File: src/rtl/multicycle_control_unit.sv
// Multi-cycle RV32I control FSM: FETCH/DECODE/EXEC/MEM/WB sequencing with a memory watchdog
// and retired-instruction counter. Define ILLEGAL_TRAP_EN to trap unknown opcodes in HALT.
module multicycle_control_unit #(
    parameter int MEM_TIMEOUT = 255,
    parameter int TO_W        = 8,
    parameter int RET_W       = 32
) (
    input  logic             clk,
    input  logic             rst,
    input  logic [6:0]       opcode,
    input  logic             mem_ready,
    output logic             branch,
    output logic             mem_read,
    output logic             mem_to_reg,
    output logic [1:0]       alu_op,
    output logic             mem_write,
    output logic             alu_src,
    output logic             reg_write,
    output logic             ir_write,
    output logic             pc_write,
    output logic             mem_fault,
    output logic             illegal,
    output logic [RET_W-1:0] retired
);

    typedef enum logic [2:0] {
        S_FETCH  = 3'd0,
        S_DECODE = 3'd1,
        S_EXEC   = 3'd2,
        S_MEM    = 3'd3,
        S_WB     = 3'd4,
        S_HALT   = 3'd5
    } state_t;

    localparam logic [6:0] OP_LOAD   = 7'b0000011;
    localparam logic [6:0] OP_MATHI  = 7'b0010011;
    localparam logic [6:0] OP_AUIPC  = 7'b0010111;
    localparam logic [6:0] OP_STORE  = 7'b0100011;
    localparam logic [6:0] OP_MATHR  = 7'b0110011;
    localparam logic [6:0] OP_LUI    = 7'b0110111;
    localparam logic [6:0] OP_BRANCH = 7'b1100011;
    localparam logic [6:0] OP_JALR   = 7'b1100111;
    localparam logic [6:0] OP_JAL    = 7'b1101111;

    localparam logic            TO_EN   = (MEM_TIMEOUT != 0);
    localparam logic [TO_W-1:0] TO_LAST = (MEM_TIMEOUT != 0) ? TO_W'(MEM_TIMEOUT - 1) : '0;

    state_t            state_r;
    state_t            state_nxt_s;
    logic [TO_W-1:0]   wd_r;
    logic [RET_W-1:0]  retired_r;
    logic              mem_fault_r;
    logic              retire_s;
    logic              abort_s;
    logic              wd_wait_s;
    logic              timeout_s;

    function automatic logic is_known(input logic [6:0] op);
        case (op)
            OP_LOAD, OP_MATHI, OP_AUIPC, OP_STORE, OP_MATHR,
            OP_LUI, OP_BRANCH, OP_JALR, OP_JAL: is_known = 1'b1;
            default:                            is_known = 1'b0;
        endcase
    endfunction

    assign timeout_s = TO_EN && (wd_r == TO_LAST);

    // State register, watchdog, retire counter and registered fault pulse
    always_ff @(posedge clk) begin
        if (rst) begin
            state_r     <= S_FETCH;
            wd_r        <= '0;
            retired_r   <= '0;
            mem_fault_r <= 1'b0;
        end else begin
            state_r     <= state_nxt_s;
            mem_fault_r <= abort_s;
            if (retire_s) begin
                retired_r <= retired_r + RET_W'(1);
            end else begin
                retired_r <= retired_r;
            end
            // FETCH->FETCH abort keeps the state, so the abort itself must clear the count
            if (abort_s || (state_nxt_s != state_r)) begin
                wd_r <= '0;
            end else if (wd_wait_s) begin
                wd_r <= wd_r + TO_W'(1);
            end else begin
                wd_r <= wd_r;
            end
        end
    end

    // Next-state and Moore strobe decode; reset forces every strobe low
    always_comb begin
        state_nxt_s = state_r;
        retire_s    = 1'b0;
        abort_s     = 1'b0;
        wd_wait_s   = 1'b0;
        branch      = 1'b0;
        mem_read    = 1'b0;
        mem_to_reg  = 1'b0;
        alu_op      = 2'b00;
        mem_write   = 1'b0;
        alu_src     = 1'b0;
        reg_write   = 1'b0;
        ir_write    = 1'b0;
        pc_write    = 1'b0;
        mem_fault   = 1'b0;
        illegal     = 1'b0;
        if (rst) begin
            state_nxt_s = S_FETCH;
        end else begin
            mem_fault = mem_fault_r;
            case (state_r)
                S_FETCH: begin
                    mem_read  = 1'b1;
                    wd_wait_s = TO_EN && !mem_ready;
                    if (mem_ready) begin
                        ir_write    = 1'b1;
                        pc_write    = 1'b1;
                        state_nxt_s = S_DECODE;
                    end else if (timeout_s) begin
                        abort_s     = 1'b1;
                        state_nxt_s = S_FETCH;
                    end else begin
                        state_nxt_s = S_FETCH;
                    end
                end
                S_DECODE: begin
                    if (is_known(opcode)) begin
                        state_nxt_s = S_EXEC;
                    end else begin
`ifdef ILLEGAL_TRAP_EN
                        state_nxt_s = S_HALT;
`else
                        state_nxt_s = S_FETCH;
                        retire_s    = 1'b1;
`endif
                    end
                end
                S_EXEC: begin
                    case (opcode)
                        OP_LOAD, OP_STORE: begin
                            alu_src     = 1'b1;
                            alu_op      = 2'b00;
                            state_nxt_s = S_MEM;
                        end
                        OP_MATHI: begin
                            alu_op      = 2'b11;
                            alu_src     = 1'b1;
                            state_nxt_s = S_WB;
                        end
                        OP_MATHR: begin
                            alu_op      = 2'b10;
                            state_nxt_s = S_WB;
                        end
                        OP_BRANCH: begin
                            branch      = 1'b1;
                            alu_op      = 2'b01;
                            pc_write    = 1'b1;
                            retire_s    = 1'b1;
                            state_nxt_s = S_FETCH;
                        end
                        OP_JAL, OP_JALR: begin
                            pc_write    = 1'b1;
                            state_nxt_s = S_WB;
                        end
                        OP_AUIPC, OP_LUI: begin
                            state_nxt_s = S_WB;
                        end
                        default: begin
                            state_nxt_s = S_FETCH;
                        end
                    endcase
                end
                S_MEM: begin
                    wd_wait_s = TO_EN && !mem_ready;
                    if (opcode == OP_STORE) begin
                        mem_write = 1'b1;
                    end else begin
                        mem_read   = 1'b1;
                        mem_to_reg = 1'b1;
                    end
                    if (mem_ready) begin
                        if (opcode == OP_STORE) begin
                            retire_s    = 1'b1;
                            state_nxt_s = S_FETCH;
                        end else begin
                            state_nxt_s = S_WB;
                        end
                    end else if (timeout_s) begin
                        abort_s     = 1'b1;
                        state_nxt_s = S_FETCH;
                    end else begin
                        state_nxt_s = S_MEM;
                    end
                end
                S_WB: begin
                    reg_write   = 1'b1;
                    mem_to_reg  = (opcode == OP_LOAD);
                    retire_s    = 1'b1;
                    state_nxt_s = S_FETCH;
                end
                S_HALT: begin
`ifdef ILLEGAL_TRAP_EN
                    illegal     = 1'b1;
                    state_nxt_s = S_HALT;
`else
                    state_nxt_s = S_FETCH;
`endif
                end
                default: begin
                    state_nxt_s = S_FETCH;
                end
            endcase
        end
    end

    assign retired = retired_r;

endmodule

File: config.mk
export PLATFORM = sky130hd
export DESIGN_NAME = multicycle_control_unit
export DESIGN_NICKNAME = d
export VERILOG_FILES = /design/src/rtl/multicycle_control_unit.sv
export SDC_FILE = /design/constraint.sdc
export NUM_CORES = 1
export LEC_CHECK = 0
export ABC_CLOCK_PERIOD_IN_PS = 2150
export CORE_MARGIN = 1.5
export CORE_UTILIZATION = 40
export CTS_BUF_LIST = sky130_fd_sc_hd__clkbuf_4 sky130_fd_sc_hd__clkbuf_8 sky130_fd_sc_hd__clkbuf_16
export DETAILED_ROUTE_END_ITERATION = 8
export GPL_TIMING_DRIVEN = 1
export PLACE_DENSITY_LB_ADDON = 0.1
export SLEW_MARGIN = 0
export SYNTH_ARGS = -nofsm -noshare
export SYNTH_HDL_FRONTEND = slang
export SYNTH_SLANG_ARGS = --single-unit
File: constraint.sdc
create_clock -name clk -period 2.15 [get_ports clk]
set_input_delay 0.3225 -clock clk [delete_from_list [all_inputs] [get_ports clk]]
set_output_delay 0.3225 -clock clk [all_outputs]
set_load 0.05 [all_outputs]
==> run_results.csv, run 1 <==
group,metric,value,unit
setup_path,crit_type,"in -> out",
timing,fmax,0.4854,GHz
global_route,grt_max_degree,38,
final_layout,nets,407,
timing,period_minus_slack,2060,ps
timing,hold_viol,0,
hold_path,hp-start,"wd_r[5]",
drt,vias,2678,
final_layout,area_delta_synth_final,48.57,%
floorplan,dieArea,0.006610,mm^2
drt,drt_pass1_iterations,4,
timing,clock-skew-final,10.22,ps
hold_path,whs_path_depth,2,
floorplan,fp.dieW,81.30,um
global_route,grt_pass1_vias,2386,
yosys,ys_warn_count,0,
yosys,synth-async-reset-ratio,0,%
floorplan,die_y,81.30,um
floorplan,rows,28,
yosys,synthDistinctLibCells,50,
global_route,grt_overflow,0,
placed_design,hpwlAfterDp,4721,um
timing,rsz0062_at_grt,"false",
job,maxCapViolCount,0,
yosys,synth.avg_cell_area,7.962,um^2
cts,clkSlewWorstSetupHoldPaths,80,ps
cts,cts-root-buf,"clkbuf_8",
cts,clock_path_buffers,2,
cts,h-tree-depth,2,
setup_path,rrSetupSlack,160,ps
yosys,netlist_area,0.002452,mm^2
timing,tightest_slew,497.7,ps
setup_path,ff2ff_path_depth,7,
setup_path,cp_data_arrival_time,1740,ps
drt,drc,0,
final_layout,drive_gt1_share,24.56,%
timing,setup-violations-final,0,
cts,cts_tree,"yes",
placed_design,port_buffers,52,
pwr,ir_drop,0.0003789,V
cts,clock-sinks,44,
timing,drv_slew,0,
yosys,syn_nets,321,
global_route,grt_pass1_wl,11140,um
floorplan,core,0.005921,mm^2
setup_path,worst-path-max-fanout,5,
pwr,leakage,1.203,nW
setup_path,reg2reg_to,"wd_r[7]",
cts,cts_buffers,5,
drt,antenna_left,0,
yosys,ys_seq_area_share,35.92,%
drt,avgViaCountPerCell,5.698,
cts,hold_buffers,0,
drt,wirelength,6986,um
drt,wl_per_cell,14.86,um
run_status,status,"completed",
setup_path,timing.rr.start,"state_r[0]",
yosys,synth-edff-count,0,
floorplan,pin_count,54,
setup_path,required,1830,ps
timing,tns,0,ps
pwr,total_power,1.571,mW
hold_path,hold_path_class,"reg -> reg",
yosys,synth_cells,308,
pwr,p_per_area,431.3,mW/mm^2
global_route,grt_use_total,21.47,%
placed_design,gp_congestion,0.8285,
setup_path,crit_path_end_kind,"primary output",
setup_path,cp-start-kind,"input port",
hold_path,min_to,"wd_r[5]",
yosys,ys.flop_type,"dfxtp_1",
cts,insertion_delay,290,ps
timing,fin_crit_sh,95.82,%
yosys,ys_seq_elements,44,
drt,drt_iter0_drc,120,
global_route,grt_antenna_before_repair,0,
floorplan,initial_core_util,41.42,%
timing,slew_headroom,66.71,%
timing,timing.hold.ws,491.8,ps
final_layout,antenna_cells,0,
## stage by stage
stage / utilization (%) / instances / setup slack, ps / cell area, um^2
6_report: 61.54 / 470 / 89.95 / 3643
2_1_floorplan: - / 308 / 9.733 / 2491
4_1_cts: 60.23 / 466 / 7.857 / 3566
3_5_place_dp: 57.63 / 455 / -374.6 / 3412
3_3_place_gp: 57.63 / 455 / -336.7 / 3412
5_1_grt: 61.54 / 470 / 7.785 / 3643
## where the power goes
group / switching (mW) / internal, mW
Clock: 0.283 / 0.258
Sequential: 0.00693 / 0.819
Combinational: 0.115 / 0.0904
Total: 0.404 / 1.17
## layer usage
layer	vias up	GRT usage (%)	share of wire [%]
li1	1351	-	-
met1	1259	28.89	47
met2	64	33.55	47
met3	4	5.169	5.1
met4	0	6.897	0.76
met5	-	0	0
## cells in the mapped netlist, types with 2 or more instances
| cell | n | share of area, % |
|---|---|---|
| a211oi_1 | 2 | 0.61 |
| ha_1 | 3 | 1.5 |
| nor2b_1 | 4 | 1.0 |
| nor3b_1 | 6 | 1.8 |
| and3_1 | 4 | 1.0 |
| buf_2 | 5 | 1.0 |
| o31ai_1 | 18 | 5.5 |
| dfxtp_1 | 44 | 36 |
| o21ai_0 | 17 | 3.5 |
| buf_4 | 2 | 0.61 |
| nor2_1 | 23 | 3.5 |
| clkbuf_1 | 10 | 1.5 |
| and2_1 | 2 | 0.51 |
| nand3_1 | 18 | 3.7 |
| or3_1 | 13 | 3.3 |
| or4_1 | 17 | 5.2 |
| nand2_1 | 21 | 3.2 |
| buf_6 | 2 | 0.92 |
| xor2_1 | 5 | 1.8 |
| nor3_1 | 5 | 1.0 |
| or4b_1 | 2 | 0.82 |
| nand4_1 | 15 | 3.8 |
| nor4_1 | 2 | 0.51 |
| a21oi_1 | 36 | 7.3 |
| inv_1 | 7 | 1.1 |
## cell families after synthesis
kind of cell               synth area share, %
DFF                                      35.92
other                                   0.1529
buffers and inverters                    5.306
adders and majority gates                1.531
xor gates and xnor gates                 2.143
AOI/OAI and AO/OA                        20.51
and+or+nand+nor                          33.57
muxes                                   0.8673
## layout by cell type (no fill, tap or decap), types with 3 or more instances in the layout
| cell | count |
|---|---|
| or3_1 | 13 |
| or4_1 | 17 |
| nand4_1 | 15 |
| dfxtp_2 | 6 |
| dlygate4sd2_1 | 6 |
| nand2_1 | 20 |
| nand3_1 | 18 |
| and3_1 | 4 |
| nor3_2 | 3 |
| nor2_1 | 23 |
| o21ai_0 | 16 |
| nor3_1 | 3 |
| a21oi_1 | 34 |
| inv_1 | 7 |
| ha_1 | 3 |
| nor2b_1 | 4 |
| nor3b_2 | 3 |
| buf_4 | 44 |
| o31ai_1 | 17 |
| clkdlybuf4s50_1 | 34 |
| nor3b_1 | 3 |
| dfxtp_1 | 38 |
| buf_12 | 10 |
| xor2_1 | 5 |
| clkbuf_8 | 5 |
## worst max path at each step
stage | start | to | slack [ps] | cells after the start
finish | rst | alu_op[0] | 90 | 7
global route | state_r[0] | wd_r[7] | 8 | 7
CTS | opcode[2] | retired[4] | 8 | 8
detailed placement | opcode[6] | retired[4] | -370 | 7
global placement | opcode[6] | retired[5] | -340 | 7
floorplan | retired[3] | retired[21] | 10 | 6
## sequential cells by signal (all words and copies together) (netlist names)
signal,flops
mem_fault_r,1
state_r,3
retired,32
wd_r,8
## worst max-delay path: stages
cell,delay (ps)
clkdlybuf4s50_1,420
or2_4,260
nor3b_2,160
buf_4,150
o21ai_0,70
nor2_1,160
clkbuf_16,190
## area by class of cell
class	instances	area, um^2
repair buffers	96	960.9
fillers	551	2277
well taps	75	93.84
inverters	7	26.28
multi-input cells	240	1582
clock buffers	7	83.83
flip-flops and latches	44	888.4
clock inverters	1	8.758
## timing repair
item,in CTS,in global routing
buffers inserted,2,2
gates cloned,1,2
pin swaps,8,5
gates resized for setup,16,10
endpoints found under the setup margin,39,43
Note: power is estimated with default switching activity, not from simulation.
==> run 2: changes to the inputs <==
--- a/config.mk
+++ b/config.mk
@@ -5,7 +5,7 @@
 export SDC_FILE = /design/constraint.sdc
 export NUM_CORES = 1
 export LEC_CHECK = 0
-export ABC_CLOCK_PERIOD_IN_PS = 2150
+export ABC_CLOCK_PERIOD_IN_PS = 2400
 export CORE_MARGIN = 1.5
 export CORE_UTILIZATION = 40
 export CTS_BUF_LIST = sky130_fd_sc_hd__clkbuf_4 sky130_fd_sc_hd__clkbuf_8 sky130_fd_sc_hd__clkbuf_16
==> constraint.sdc (replaced) <==
create_clock -name clk -period 2.4 [get_ports clk]
set_input_delay 0.36 -clock clk [delete_from_list [all_inputs] [get_ports clk]]
set_output_delay 0.36 -clock clk [all_outputs]
set_load 0.05 [all_outputs]
==> run 2 against run 1 <==
  * Cell area shrank 5.1%
  * Critical endpoint is now pc_write
  * Wire length is 12% lower
  * Flip-flop and latch count is the same
  * Largest cell class unchanged
  * Sequential power shrank 10%
  * Core utilization fell by 3.1 points
  * Clock power rose by 5.5%
==> run_results.csv, run 2 (synthesized netlist as in run 1, its figures left out) <==
group,metric,value,unit
timing,fin_crit_sh,96.19,%
timing,layout_setup_ws,91.54,ps
pwr,switching_power,0.3484,mW
final_layout,final_cell_mix,"dfxtp_1 (43), clkdlybuf4s50_1 (37), a21oi_1 (36), buf_4 (31), nor2_1 (23)",
cts,cts_tree,"yes",
pwr,p_seq_share,50.4,%
placed_design,gp_congestion,0.8159,
global_route,grt_pass1_vias,2139,
run_status,status,"completed",
pwr,leakage,1.122,nW
global_route,grt_overflow,0,
timing,fmax,0.4332,GHz
setup_path,worst-path-max-fanout,4,
floorplan,fp.dieW,81.30,um
cts,cts_buffers,5,
timing,period_minus_slack,2308,ps
timing,clock-skew-final,3.155,ps
drt,wl_per_cell,13.61,um
final_layout,drive_gt1_share,16.36,%
cts,cts-root-buf,"clkbuf_8",
pwr,swShare,23.66,%
pwr,ir_drop,0.0004005,V
floorplan,rows,28,
pwr,comb_power_share,10.8,%
setup_path,crit_path_end_kind,"primary output",
timing,setup-violations-final,0,
final_layout,largest_reg_flops,32,
floorplan,core,0.005921,mm^2
cts,insertion_delay,290,ps
drt,antenna_left,0,
final_layout,area_delta_synth_final,41.02,%
drt,drt_iter0_drc,181,
floorplan,initial_core_util,41.42,%
global_route,use_met1,28.34,%
setup_path,cp-start-kind,"input port",
setup_path,rrSetupSlack,240,ps
timing,hold_viol,0,
placed_design,pre_cts_ws,-144.2,ps
final_layout,postLayoutCellArea,0.003458,mm^2
global_route,met2_usage,29.09,%
cts,h-tree-depth,2,
global_route,grt_max_degree,40,
drt,drt_pass1_iterations,4,
placed_design,placed_area,0.003324,mm^2
drt,wirelength,6178,um
drt,drc,0,
final_layout,antenna_cells,0,
pwr,total_power,1.472,mW
setup_path,required,2040,ps
setup_path,cp_data_arrival_time,1950,ps
global_route,met3_usage,3.933,%
pwr,p_per_area,425.7,mW/mm^2
final_layout,final_core_util,58.41,%
placed_design,hpwlAfterDp,4362,um
pwr,power_frac_clock,38.8,%
global_route,grt_antenna_before_repair,0,
timing,drv_slew,0,
timing,slew_headroom,60.69,%
final_layout,nets,391,
hold_path,hold_path_class,"reg -> reg",
placed_design,port_buffers,52,
drt,avgViaCountPerCell,5.555,
global_route,grt_pass1_wl,10130,um
floorplan,pin_count,54,
cts,clock_path_buffers,2,
setup_path,crit_type,"in -> out",
cts,clock-sinks,44,
cts,clkSlewWorstSetupHoldPaths,80,ps
floorplan,dieArea,0.006610,mm^2
pwr,p_int,1.124,mW
global_route,grt_use_total,19.42,%
floorplan,die_y,81.30,um
global_route,grt_busiest_layer,"met2",
timing,tightest_slew,584.3,ps
drt,vias,2522,
final_layout,layout_commonest_cell,"dfxtp_1",
job,maxCapViolCount,0,
-- run 2: cell types whose count changed in the layout (fill, tap and decap cells not counted), moves of 2 or more --
cell and delta:
dlymetal6s2s_1 +2, buf_4 -13, dlygate4sd2_1 -5, o211a_2 -2, clkdlybuf4s50_1 +3, dfxtp_1 +5, a21oi_2 -2, a21oi_1 +2
dfxtp_2 -5
-- run 2: cell type report --
type	instances	area, um^2
clock buffer	6	76.32
clock inverter	2	35.03
fill	540	2462
inverter	7	26.28
multi-input combinational	237	1475
sequential	44	882.1
tap	75	93.84
timing repair buffer	83	869.6
-- run 2: power by group through the flow --
stage	clock [mW]	combinational (mW)	sequential, mW
after floorplan	0	0.0877	0.762
after global placement	0	0.157	0.759
after detailed placement	0	0.158	0.759
after CTS	0.580	0.159	0.742
after global routing	0.605	0.172	0.744
final	0.571	0.159	0.742
-- run 2: path summary, 6_finish.rpt --
path	start	cells past startpoint	end
max reg2reg	state_r[1]	6	retired[3]
min	wd_r[5]	2	wd_r[5]
max	opcode[5]	6	pc_write
min reg2reg	wd_r[5]	2	wd_r[5]
-- run 2: per-stage QoR --
step                cells  TNS (ps)  hold WS (ps)
finish                454         0         482.9
global route          454    -39.45         500.6
detailed placement    446     -4507         472.6
CTS                   454         0         484.3
global placement      446     -3528         465.9
floorplan             308         0         454.0
-- run 2: metal layers --
metal / wire (um) / vias to the layer above
li1: - / 1302
met1: 3189 / 1173
met2: 2736 / 45
met3: 227 / 2
met4: 25 / 0
met5: 0 / -
-- run 2: timing repair --
action                                  in CTS  in global routing
endpoints found under the setup margin       1                  6
hold buffers                                 0                  0
cloned                                       0                  0
resized for setup                            1                  7
pin swaps                                    1                  1
setup buffers                                0                  0
-- run 2: critical path: stages --
cell             delay (ps)
clkdlybuf4s50_1         510
and3b_4                 210
buf_4                   120
o211ai_1                130
a2111oi_4               430
buf_12                  180
==> run 3: changes to the inputs <==
--- a/config.mk
+++ b/config.mk
@@ -11,7 +11,9 @@
 export CTS_BUF_LIST = sky130_fd_sc_hd__clkbuf_4 sky130_fd_sc_hd__clkbuf_8 sky130_fd_sc_hd__clkbuf_16
 export DETAILED_ROUTE_END_ITERATION = 8
 export GPL_TIMING_DRIVEN = 1
-export PLACE_DENSITY_LB_ADDON = 0.1
+export MAX_ROUTING_LAYER = met4
+export PLACE_DENSITY_LB_ADDON = 0.3
+export RECOVER_POWER = 25
 export SLEW_MARGIN = 0
 export SYNTH_ARGS = -nofsm -noshare
 export SYNTH_HDL_FRONTEND = slang
==> run 3 against run 2 <==
  * Fmax barely moved
  * Sequential share of layout area rose by 0.21 points
  * Critical path depth rose by 1
  * Clock skew rose by 3.3 ps
  * Final cell count fell by 0.66%
  * Critical path type unchanged
  * Critical endpoint is now mem_write
==> run_results.csv, run 3 (synthesized netlist as in run 1, its figures left out) <==
group,metric,value,unit
run_status,status,"completed",
setup_path,cp_cell_sequence,"clkdlybuf4s50_1 -> nor3b_1 -> nand2_1 -> buf_4 -> nor3_1 -> buf_4 -> buf_12",
cts,h-tree-depth,2,
cts,cts_buffers,5,
pwr,p_int,1.121,mW
cts,cts-root-buf,"clkbuf_8",
final_layout,final_cell_mix,"dfxtp_1 (43), clkdlybuf4s50_1 (37), a21oi_1 (36), buf_4 (28), nor2_1 (23)",
setup_path,slowest_stage,"clkdlybuf4s50_1",
setup_path,cp_data_arrival_time,1950,ps
drt,wirelength,6291,um
timing,hold_viol,0,
placed_design,placed_area,0.003294,mm^2
pwr,power_frac_clock,39.3,%
drt,drt_iter0_drc,189,
pwr,ir_drop,0.0003270,V
floorplan,initial_core_util,41.42,%
timing,fin_crit_sh,96.26,%
setup_path,timing.rr.start,"state_r[0]",
cts,hold_buffers,0,
placed_design,gp_congestion,0.8286,
final_layout,layout_commonest_cell,"dfxtp_1",
hold_path,hold_path_class,"reg -> reg",
final_layout,seqCellArea,882.1,um^2
drt,wl_per_cell,13.95,um
cts,clock-sinks,44,
pwr,p_per_area,431.2,mW/mm^2
final_layout,area_delta_synth_final,39.85,%
timing,period_minus_slack,2310,ps
drt,drc,0,
timing,layout_setup_ws,89.78,ps
setup_path,required,2040,ps
global_route,grt_pass1_vias,2353,
final_layout,drive_gt1_share,15.43,%
timing,drv_slew,0,
timing,setup-violations-final,0,
setup_path,worst-path-max-fanout,7,
drt,drt_pass1_iterations,4,
pwr,switching_power,0.3575,mW
final_layout,nFillCells,531,
global_route,grt_max_degree,40,
floorplan,die_y,81.30,um
global_route,grt_antenna_before_repair,0,
final_layout,postLayoutCellArea,0.003430,mm^2
setup_path,cp_slowest_stage_delay,540,ps
setup_path,reg2reg_to,"retired[3]",
global_route,grt_overflow,0,
floorplan,rows,28,
pwr,comb_power_share,10.5,%
final_layout,multiInputGateArea,0.001469,mm^2
timing,fmax,0.4329,GHz
setup_path,crit_path_end_kind,"primary output",
timing,slew_headroom,64.06,%
setup_path,rrSetupSlack,200,ps
floorplan,pin_count,54,
setup_path,crit_type,"in -> out",
placed_design,port_buffers,52,
setup_path,ff2ff_path_depth,6,
setup_path,crit_path_end,"mem_write",
pwr,leakage,1.104,nW
timing,clock-skew-final,6.478,ps
pwr,p_seq_share,50.2,%
setup_path,cp-start-kind,"input port",
setup_path,cp-startpoint,"opcode[2]",
pwr,swShare,24.17,%
drt,antenna_left,0,
cts,clock_path_buffers,2,
floorplan,dieArea,0.006610,mm^2
floorplan,core,0.005921,mm^2
cts,clkSlewWorstSetupHoldPaths,90,ps
drt,vias,2603,
drt,avgViaCountPerCell,5.772,
cts,cts_tree,"yes",
final_layout,nets,388,
final_layout,largest_reg_flops,32,
timing,tightest_slew,534.2,ps
floorplan,fp.dieW,81.30,um
setup_path,crit_top_cell,"buf_4",
global_route,grt_use_total,20.68,%
global_route,grt_pass1_wl,10460,um
final_layout,antenna_cells,0,
placed_design,hpwlAfterDp,4463,um
placed_design,pre_cts_ws,-188.8,ps
cts,insertion_delay,300,ps
job,maxCapViolCount,0,
[run 3: timing repair]
item / in CTS / in global routing
pin swaps: 0 / 3
setup endpoints to repair: 1 / 4
buffers inserted: 0 / 1
resized for setup: 1 / 7
[run 3: cell type report]
type	count	share of cell area, %
clock inverters	2	1.022
flip-flops and latches	44	25.72
inverters	7	0.7661
clock buffers	6	2.225
well taps	75	2.736
repair buffers	80	24.70
multi-input cells	237	42.83
[run 3: worst min-delay path by stage]
stage	start	end	slack, ps	cells after the start
after CTS	retired[31]	retired[31]	480	2
after global routing	retired[31]	retired[31]	500	2
final	retired[31]	retired[31]	490	2
after detailed placement	retired[31]	retired[31]	470	2
after global placement	wd_r[5]	wd_r[5]	460	2
after floorplan	wd_r[5]	wd_r[5]	450	2
[run 3: routing by layer]
layer	up-vias	GRT usage [%]	part of all wire, %
li1	1292	-	-
met1	1218	27.40	46
met2	79	30.91	48
met3	14	3.596	4.5
met4	0	8.448	2.0
met5	-	-	0
[run 3: critical path, delay by kind of cell]
family | cells | cell delay, ps
AND/OR/NAND/NOR | 3 | 620
buffers and inverters | 4 | 960
[run 3: power by group through the flow]
stage | sequential, mW | clock (mW) | combinational, mW
after floorplan | 0.762 | 0 | 0.0877
after global placement | 0.759 | 0 | 0.153
after detailed placement | 0.759 | 0 | 0.156
after CTS | 0.742 | 0.591 | 0.156
after global routing | 0.743 | 0.616 | 0.169
final | 0.742 | 0.582 | 0.156
[run 3: through the flow]
stage	TNS, ps	power (mW)	util, %	hold slack [ps]	std cells
global route	-5.807	1.528	57.92	499.9	451
floorplan	0	0.8500	-	454.0	308
detailed placement	-4864	0.9147	55.64	470.0	442
global placement	-4123	0.9120	55.64	464.3	442
CTS	0	1.488	57.50	483.6	450
finish	0	1.479	57.92	485.1	451
